[src/rtl/first_zero.sv]
// Registered lowest-index zero-bit finder for the MMU free-block allocator.
// Optional macro FIRST_ZERO_UPDATED_OUT_EN adds updated_out (bitmap with slot claimed).
module first_zero #(
  parameter int DATA_WIDTH = 64,
  parameter int POS_WIDTH  = 7
) (
  input  logic                  clk,
  input  logic                  rst_n,
  input  logic [DATA_WIDTH-1:0] data_in,
  output logic                  find_success,
  output logic [POS_WIDTH-1:0]  pos_out,
`ifdef FIRST_ZERO_UPDATED_OUT_EN
  output logic [DATA_WIDTH-1:0] updated_out,
`endif
  output logic [DATA_WIDTH-1:0] mask_out
);

  localparam int RAW_NG = (DATA_WIDTH + 7) / 8;
  localparam int GIW    = (RAW_NG > 1) ? $clog2(RAW_NG) : 1;
  localparam int NG     = 2 ** GIW;
  localparam int PW     = NG * 8;
  localparam int IW     = GIW + 3;

  logic [PW-1:0]     pad;
  logic [NG-1:0]     grp_zero;
  logic [2:0]        loc [NG];
  logic [GIW-1:0]    grp_sel;
  logic [IW-1:0]     idx;
  logic              found;
  logic [DATA_WIDTH-1:0] mask;
  logic [POS_WIDTH-1:0]  pos;

  // Unused upper lanes read as occupied so they never win the search.
  always_comb begin
    pad = '1;
    pad[DATA_WIDTH-1:0] = data_in;
  end

  always_comb begin
    for (int g = 0; g < NG; g++) begin
      grp_zero[g] = ~&pad[g*8 +: 8];
      loc[g] = '0;
      for (int b = 7; b >= 0; b--) begin
        if (!pad[g*8 + b]) loc[g] = 3'(b);
      end
    end
  end

  always_comb begin
    grp_sel = '0;
    for (int g = NG - 1; g >= 0; g--) begin
      if (grp_zero[g]) grp_sel = GIW'(g);
    end
    found = |grp_zero;
    idx   = {grp_sel, loc[grp_sel]};
  end

  always_comb begin
    mask = '0;
    for (int i = 0; i < DATA_WIDTH; i++) begin
      mask[i] = found && (idx == IW'(i));
    end
    pos = found ? POS_WIDTH'(idx) : POS_WIDTH'(DATA_WIDTH);
  end

  always_ff @(posedge clk or negedge rst_n) begin
    if (!rst_n) begin
      find_success <= 1'b0;
      pos_out      <= '0;
      mask_out     <= '0;
    end else begin
      find_success <= found;
      pos_out      <= pos;
      mask_out     <= mask;
    end
  end

`ifdef FIRST_ZERO_UPDATED_OUT_EN
  always_ff @(posedge clk or negedge rst_n) begin
    if (!rst_n) updated_out <= '0;
    else        updated_out <= data_in | mask;
  end
`endif

endmodule

[config.mk]
export PLATFORM = sky130hd
export DESIGN_NAME = first_zero
export DESIGN_NICKNAME = d
export VERILOG_FILES = /design/src/rtl/first_zero.sv
export SDC_FILE = /design/constraint.sdc
export NUM_CORES = 1
export LEC_CHECK = 0
export CORE_MARGIN = 10
export CORE_UTILIZATION = 46
export DETAILED_ROUTE_END_ITERATION = 10
export HOLD_SLACK_MARGIN = 0.08
export PLACE_DENSITY = 0.85
export SLEW_MARGIN = 20
export SYNTH_ARGS = -nofsm -noshare
export SYNTH_HDL_FRONTEND = slang
export SYNTH_SLANG_ARGS = --single-unit
[constraint.sdc]
create_clock -name clk -period 1.11 [get_ports clk]
set_input_delay 0.1665 -clock clk [delete_from_list [all_inputs] [get_ports clk]]
set_output_delay 0.1665 -clock clk [all_outputs]
set_load 0.005 [all_outputs]
==> key figures, run 1 <==
Status
  • Status: did not finish
  • Tool Error: [ERROR DPL-0038] Utilization greater than 100%, impossible to legalize
  • Fail Step: global routing (5_1_grt)

Floorplan
  • Die Height: approximately 100 um
  • Ports: about 140
  • Initial Utilization: between 40% and 50%
  • DIE WIDTH: ~100 um
  • Site row count: 30

Yosys
  • Post-synth top cells: 72 x dfrtp_1, 35 x nor3_1, 28 x nand2_1
  • Synth Instances: around 330
  • Post-synth cell types: 40
  • Top-area cell type share of the netlist area: between 50% and 60%
  • Cell taking the most area after synthesis: dfrtp_1
  • Top cells by area, synth: dfrtp_1 55%, nor3_1 5.4%, nor4_1 4.4%
  • Mapped Area: between 3000 and 4000 um2
  • Synth Flop Type: dfrtp_1
  • Count leader, synth: dfrtp_1
  • FFs w/ async S/R, synth: 100%
  • Synth Register Bits: between 70 and 80
  • Ys Warns: 0
  • Synthesized area per cell: roughly 9.8 um2
  • Seq/Total Area, Yosys: 55.4%
  • Post-synth EDFFs: 0
  • Post-synth net total: a little under 400

Clocking
  • Clk buf depth: 2
  • Total CTS buffers: 9
  • Clock sink count: 72
  • H-tree Lvls: 3
  • Root Buffer: clkbuf_8

STA
  • End pin of the worst setup path after global-route repair: mask_out[21]$_DFF_PN0_/D
  • Worst_ep kind: register input

Placed design
  • DP HPWL: between 8 and 9 mm
  • Routability Congestion: slightly above 0.9
  • Port buffer count: roughly 140

Global route
  • Pin count of the biggest net entering global routing: 49
## kinds of logic after synthesis
group / share of synthesized area (%)
buffers and inverters: 4.92
AO/OA/AOI/OAI: 12.7
flip-flops: 55.4
AND/OR/NAND/NOR: 26.9
## what timing repair did
| action | in CTS |
|---|---|
| buffers inserted | 56 |
| cloned | 6 |
| gates resized for setup | 428 |
| endpoints found under the setup margin | 143 |
| hold endpoints to repair | 74 |
| pin swaps | 48 |
| hold buffers | 3 |
## metrics by stage
stage / cells / worst slack [ps] / area, um2 / hold slack [ps] / utilization [%]
after floorplan: 331 / -1280 / 3360 / -129 / -
after global placement: 636 / -1840 / 5440 / 173 / 79.7
after detailed placement: 636 / -2000 / 5440 / 191 / 79.7
after CTS: 706 / -1200 / 6620 / 89.5 / 96.9
==> run 2: changes to the inputs <==
- CORE_UTILIZATION: 46 -> 38
- HOLD_SLACK_MARGIN: 0.08 -> unset
- PLACE_DENSITY: 0.85 -> unset
- PLACE_DENSITY_LB_ADDON: unset -> 0.15
==> key figures, run 2 <==
Status
  • Status: complete, but fails checks
  • Failing checks: negative setup slack

Yosys
  • Synth Register Bits: 72 (unchanged)
  • FFs w/ async S/R, synth: 100% (unchanged)
  • Ys Warns: 0 (unchanged)
  • Synth Flop Type: dfrtp_1
  • Post-synth EDFFs: 0 (unchanged)
  • Synth Instances: 331 (unchanged)
  • Mapped Area: 3250 um2 (unchanged)
  • Cell taking the most area after synthesis: dfrtp_1
  • Top-area cell type share of the netlist area: 55.4% (unchanged)
  • Post-synth top cells: 72 x dfrtp_1, 35 x nor3_1, 28 x nand2_1
  • Post-synth cell types: 40 (unchanged)
  • Seq/Total Area, Yosys: 55.4% (unchanged)
  • Count leader, synth: dfrtp_1
  • Top cells by area, synth: dfrtp_1 55%, nor3_1 5.4%, nor4_1 4.4%
  • Post-synth net total: 397 (unchanged)
  • Synthesized area per cell: 9.82 um2 (unchanged)

Finish
  • Layout Area Growth over Synthesis: 95.7%
  • Max reg flops: 64
  • Most frequent cells in the layout: 92 x buf_4, 72 x dfrtp_1, 58 x clkbuf_2
  • Largest regs: mask_out: 64 flops, pos_out: 7 flops, find_success: 1 flops
  • Core Util, Final: 77.1%
  • Design Area, Final: between 6000 and 7000 um2
  • Fillers: 545
  • Most common cell after layout, fill and taps aside: buf_4
  • Top reg by flops: mask_out
  • Layout cells sized above 1: between 50% and 60%
  • Inserted Diodes: 0
  • Nets: roughly 650

Clocking
  • Clock sink count: 72 (unchanged)
  • Clock-pin slew on the worst setup and hold paths: about 80 ps
  • TritonCTS clock tree: built
  • H-tree Lvls: 3 (unchanged)
  • Clk buf depth: 2 (unchanged)
  • Root Buffer: clkbuf_8
  • Total CTS buffers: 9 (unchanged)

Routing
  • Average via count per standard cell: 5.26
  • Antenna viol nets, final: 0
  • Routed len/inst: about 19 um
  • DRT iter0 DRCs: roughly 120
  • Residual DRC count: 0
  • DR vias: between 3000 and 4000
  • 1st-pass router iterations: 4
  • Post-Route WL: between 10 and 15 mm

Worst setup path
  • Critical path arrival: ~2500 ps
  • Critical Path Start Type: input pin
  • Max FO, Critical Path: 5
  • Worst Path Required: around 1300 ps
  • Crit path kind: input pin to flip-flop
  • CP endpoint kind: flip-flop

Power
  • Cell Int Power: 4600 uW
  • Logic pwr share: approximately 15%
  • Cell Pwr Density: between 900 and 1000 nW/um2
  • Clock power share: 41.3%
  • Switching Share: around a quarter
  • Power Total: slightly above 6000 uW
  • VDD IR max: 0.000498 V
  • Net Switching: around 1500 uW
  • Static leakage: between 0.002 and 0.003 uW
  • Sequential share of power: between 40% and 50%

Floorplan
  • DIE WIDTH: 113 um (+8.1%)
  • Die Height: 113 um (+8.1%)
  • Initial Utilization: 39.4% (-8.2 points)
  • Ports: 138 (unchanged)
  • Core area: between 8000 and 9000 um2
  • Die ar.: between 10000 and 15000 um2
  • Site row count: 33 (+10%)

STA
  • Final worst slack: -1200 ps
  • Setup violations, final: 70
  • RSZ-0062 raised after global routing: yes
  • Worst hold slack: slightly below 90 ps
  • Max-Slew Margin vs Limit: 70.0%
  • Tmin final: between 2000 and 2500 ps
  • Fin. max-slew vios: 0
  • Final Cycle Share: 208%
  • Hold Violations, Final: 0
  • Worst-Margin Slew: approximately 450 ps
  • FMAX: between 0.4 and 0.5 GHz

Global route
  • Pin count of the biggest net entering global routing: 43
  • Global-route wire length before repair: between 15 and 20 mm
  • Initial antenna violation count: 0
  • GR Overflow Total: 0
  • Vias in the first global route: between 3000 and 4000
  • Total Routing Usage GR: between 15 and 20%

Placed design
  • Routability Congestion: 0.901 (-2.8%)
  • DP HPWL: 8.81 mm (-0.93%)
  • Port buffer count: 137 (unchanged)
  • Place WS: -1960 ps (+45.9 ps)
  • Dpl cell area: 5440 um2 (about the same)

Flow run
  • Max-capacitance violation count: 0

Min path
  • Worst min path class: input pin to flip-flop
## run 2: repair_timing
action	in CTS	in global routing
hold buffers	1	0
pin swaps	46	49
resized for setup	374	187
cloned	2	3
setup buffers	21	14
endpoints found under the hold margin	30	0
endpoints found under the setup margin	143	103
## run 2: metrics by stage
step,instances,setup TNS [ps]
2_1_floorplan,331,-81660
3_3_place_gp,645,-125600
3_5_place_dp,645,-128610
4_1_cts,683,-73830
5_1_grt,691,-80470
6_report,691,-74850
## run 2: cells by family (layout without fill, tap and decap cells)
| logic type | after synthesis | in the layout | share of synthesized area [%] |
|---|---|---|---|
| compound gates | 62 | 62 | 12.7 |
| simple gates | 157 | 157 | 26.9 |
| buf+inv | 40 | 295 | 4.92 |
| flops | 72 | 72 | 55.4 |
## run 2: layer usage
| layer | GRT usage [%] | up-vias | wire length (um) |
|---|---|---|---|
| met1 | 18.0 | 1756 | 4800 |
| met3 | 5.43 | 28 | 861 |
| li1 | - | 1711 | - |
| met4 | 6.43 | 0 | 317 |
| met5 | 0 | - | 0 |
| met2 | 34.8 | 140 | 7080 |
## run 2: worst max-delay path: stages
cell        delay (ps)
buf_6               70
nand4_1            140
or4_4              580
a31oi_4            180
a21oi_2             60
or3_1              320
a2111o_2           600
buf_6              170
clkinvlp_4         170
nor4_2              70
## run 2: final cells by class
| cell class | instances | area [um2] | area share, % |
|---|---|---|---|
| inverter | 21 | 96.3 | 1.51 |
| clock buffer | 10 | 128 | 2.01 |
| tap | 105 | 131 | 2.06 |
| multi-input combinational | 219 | 1920 | 30.2 |
| timing repair inverter | 3 | 22.5 | 0.354 |
| sequential | 72 | 1800 | 28.3 |
| clock inverter | 6 | 115 | 1.81 |
| timing repair buffer | 255 | 2150 | 33.7 |
## run 2: final timing paths
kind / startpoint / endpoint / depth (start not counted) / slack [ps]
worst max-delay path: data_in[13] / mask_out[60] / 10 / -1200
worst min-delay path: data_in[1] / mask_out[1] / 3 / 90
max in group asynchronous: rst_n / mask_out[43] / 3 / 380
min in group asynchronous: rst_n / mask_out[26] / 2 / 230
## run 2: power groups by stage
stage | combinational [uW] | clock [uW] | sequential, uW
after floorplan | 222 | 0 | 2690
after global placement | 762 | 0 | 2690
after detailed placement | 777 | 0 | 2690
after CTS | 790 | 2510 | 2640
after global routing | 996 | 2630 | 2640
final | 925 | 2500 | 2640
(Power assumes the default switching activity.)
==> run 3: changes to the inputs <==
- GPL_TIMING_DRIVEN: unset -> 0
- clock period: 1.11 -> 2.95 ns (I/O delays scaled with it)
==> key figures, run 3 (synthesized netlist as in run 2, its figures left out) <==
Min path
  • WHS Path Cells: 2 (-1)
  • HP Start: data_in[0]
  • Worst min path class: input pin to flip-flop
  • Endpoint, Worst Hold: mask_out[0]

Flow run
  • Max-capacitance violation count: 0 (unchanged)

Finish
  • Largest regs: mask_out: 64 flops, pos_out: 7 flops, find_success: 1 flops
  • Most frequent cells in the layout: 104 x clkdlybuf4s50_1, 72 x dfrtp_1, 31 x nor3_1
  • Max reg flops: 64 (unchanged)
  • Layout cells sized above 1: 18.4% (-38 points)
  • Layout Area Growth over Synthesis: 64.8%
  • Most common cell after layout, fill and taps aside: clkdlybuf4s50_1
  • Top reg by flops: mask_out
  • Nets: 567 (-12%)
  • Non-Filler Instances: 614 (-11%)

Routing
  • 1st-pass router iterations: 4 (unchanged)
  • Post-Route WL: 10.3 mm (-21%)
  • DRT iter0 DRCs: 140 (+16%)
  • Residual DRC count: 0 (unchanged)
  • DR vias: 3169 (-13%)
  • Average via count per standard cell: 5.16 (-1.9%)
  • Antenna viol nets, final: 0 (unchanged)
  • Routed len/inst: 16.8 um (-11%)

Worst setup path
  • Worst Path Required: 3200 ps (+1860 ps)
  • Sequence of cells on the critical path: dlygate4sd2_1, nand4_1, or4_4, buf_6, a31oi_4, a21oi_2, or3_1, a2111o_1, buf_6, buf_6, nor4_4
  • CP endpoint kind: flip-flop
  • Critical path's slowest cell: or4_4
  • CP most frequent cell: buf_6
  • CP max stage delay: 550 ps (-50 ps)
  • Max FO, Critical Path: 10 (+5)
  • Critical Path Start Type: input pin
  • Critical path arrival: 3120 ps (+590 ps)
  • Crit path kind: input pin to flip-flop

Status
  • Status: finished, final reports clean

Global route
  • Global-route wire length before repair: 16.4 mm (-15%)
  • Initial antenna violation count: 4 (+4)
  • GR Overflow Total: 0 (unchanged)
  • Pin count of the biggest net entering global routing: 60 (+40%)
  • Vias in the first global route: 3247 (-18%)
  • Total Routing Usage GR: 15.5% (-2.7 points)

STA
  • Max-Slew Margin vs Limit: 59.3% (-11 points)
  • Worst-Margin Slew: 607 ps (+161 ps)
  • Tmin final: between 2000 and 3000 ps
  • Fin. max-slew vios: 0 (unchanged)
  • Worst hold slack: 318 ps (+229 ps)
  • RSZ-0062 raised after global routing: yes
  • Hold Violations, Final: 0 (unchanged)
  • FMAX: roughly 0.35 GHz
  • Final Cycle Share: 97.5%
  • Setup violations, final: 0 (-100%)

Placed design
  • DP HPWL: 8.01 mm (-9.0%)
  • Placed cell count: 574 (-11%)
  • Routability Congestion: 0.813 (-9.8%)
  • Port buffer count: 137 (unchanged)

Floorplan
  • DIE WIDTH: 113 um (unchanged)
  • Initial Utilization: 39.4% (unchanged)
  • Site row count: 33 (unchanged)
  • Core area: 8260 um2 (unchanged)
  • Die Height: 113 um (unchanged)
  • Ports: 138 (unchanged)
  • Die ar.: 12700 um2 (unchanged)

Clocking
  • Clock-pin slew on the worst setup and hold paths: 80 ps (about the same)
  • Total CTS buffers: 9 (unchanged)
  • Root Buffer: clkbuf_8
  • TritonCTS clock tree: built
  • H-tree Lvls: 3 (unchanged)
  • Clk buf depth: 2 (unchanged)
  • Clock sink count: 72 (unchanged)

Power
  • Cell Pwr Density: 388 nW/um2 (-59%)
  • Static leakage: 0.00241 uW (-18%)
  • VDD IR max: 0.000235 V (-53%)
## run 3: routing by layer
layer  part of all wire (%)  up-vias  global-route usage (%)
met5                   0.13        -                       0
met3                    8.3       15                    6.34
met4                    1.8        2                    5.67
li1                       -     1553                       -
met1                     39     1481                    16.7
met2                     51      118                    26.8
## run 3: layout make-up
class	count	area (um2)
clock buffers	9	124
fillers	690	2900
clock inverters	7	95.1
plain buffers	19	115
flip-flops and latches	72	1800
well taps	105	131
repair buffers	159	1580
diodes	3	7.51
multi-input cells	219	1430
inverters	21	78.8
## run 3: per-stage QoR
stage | power, uW | TNS [ps] | worst slack [ps] | util, % | instance area, um2
final | 2080 | 0 | 75.1 | 64.9 | 5360
after global routing | 2160 | -222 | -45.0 | 64.9 | 5360
after CTS | 2080 | 0 | 0.936 | 62.0 | 5120
after detailed placement | 1240 | -53110 | -938 | 57.9 | 4780
after global placement | 1240 | -109780 | -948 | 57.6 | 4750
after floorplan | 1080 | 0 | 200 | - | 3250
## run 3: power breakdown
part / leakage [uW] / internal [uW] / switching (uW) / total (uW)
combinational: 0.00130 / 120 / 126 / 246
clock: 0.000110 / 477 / 364 / 841
sequential: 0.000996 / 991 / 1.25 / 992
## run 3: worst max-delay path by stage
stage,cells past startpoint,slack [ps],end,start
floorplan,9,200,mask_out[37],data_in[6]
global placement,12,-950,mask_out[20],data_in[6]
detailed placement,12,-940,mask_out[28],data_in[6]
CTS,10,0.9,mask_out[22],data_in[62]
global route,11,-40,mask_out[23],data_in[9]
finish,11,80,mask_out[23],data_in[9]
## run 3: what timing repair did
item / CTS / global route
hold buffers: 1 / 0
buffers inserted: 8 / 12
resized for setup: 36 / 60
pin swaps: 7 / 8
setup endpoints to repair: 65 / 64
hold endpoints to repair: 13 / 0
## run 3: critical path, delay by kind of cell
kind	cells	cell delay, ps
compound gates	3	760
buf+inv	4	700
simple gates	4	1220
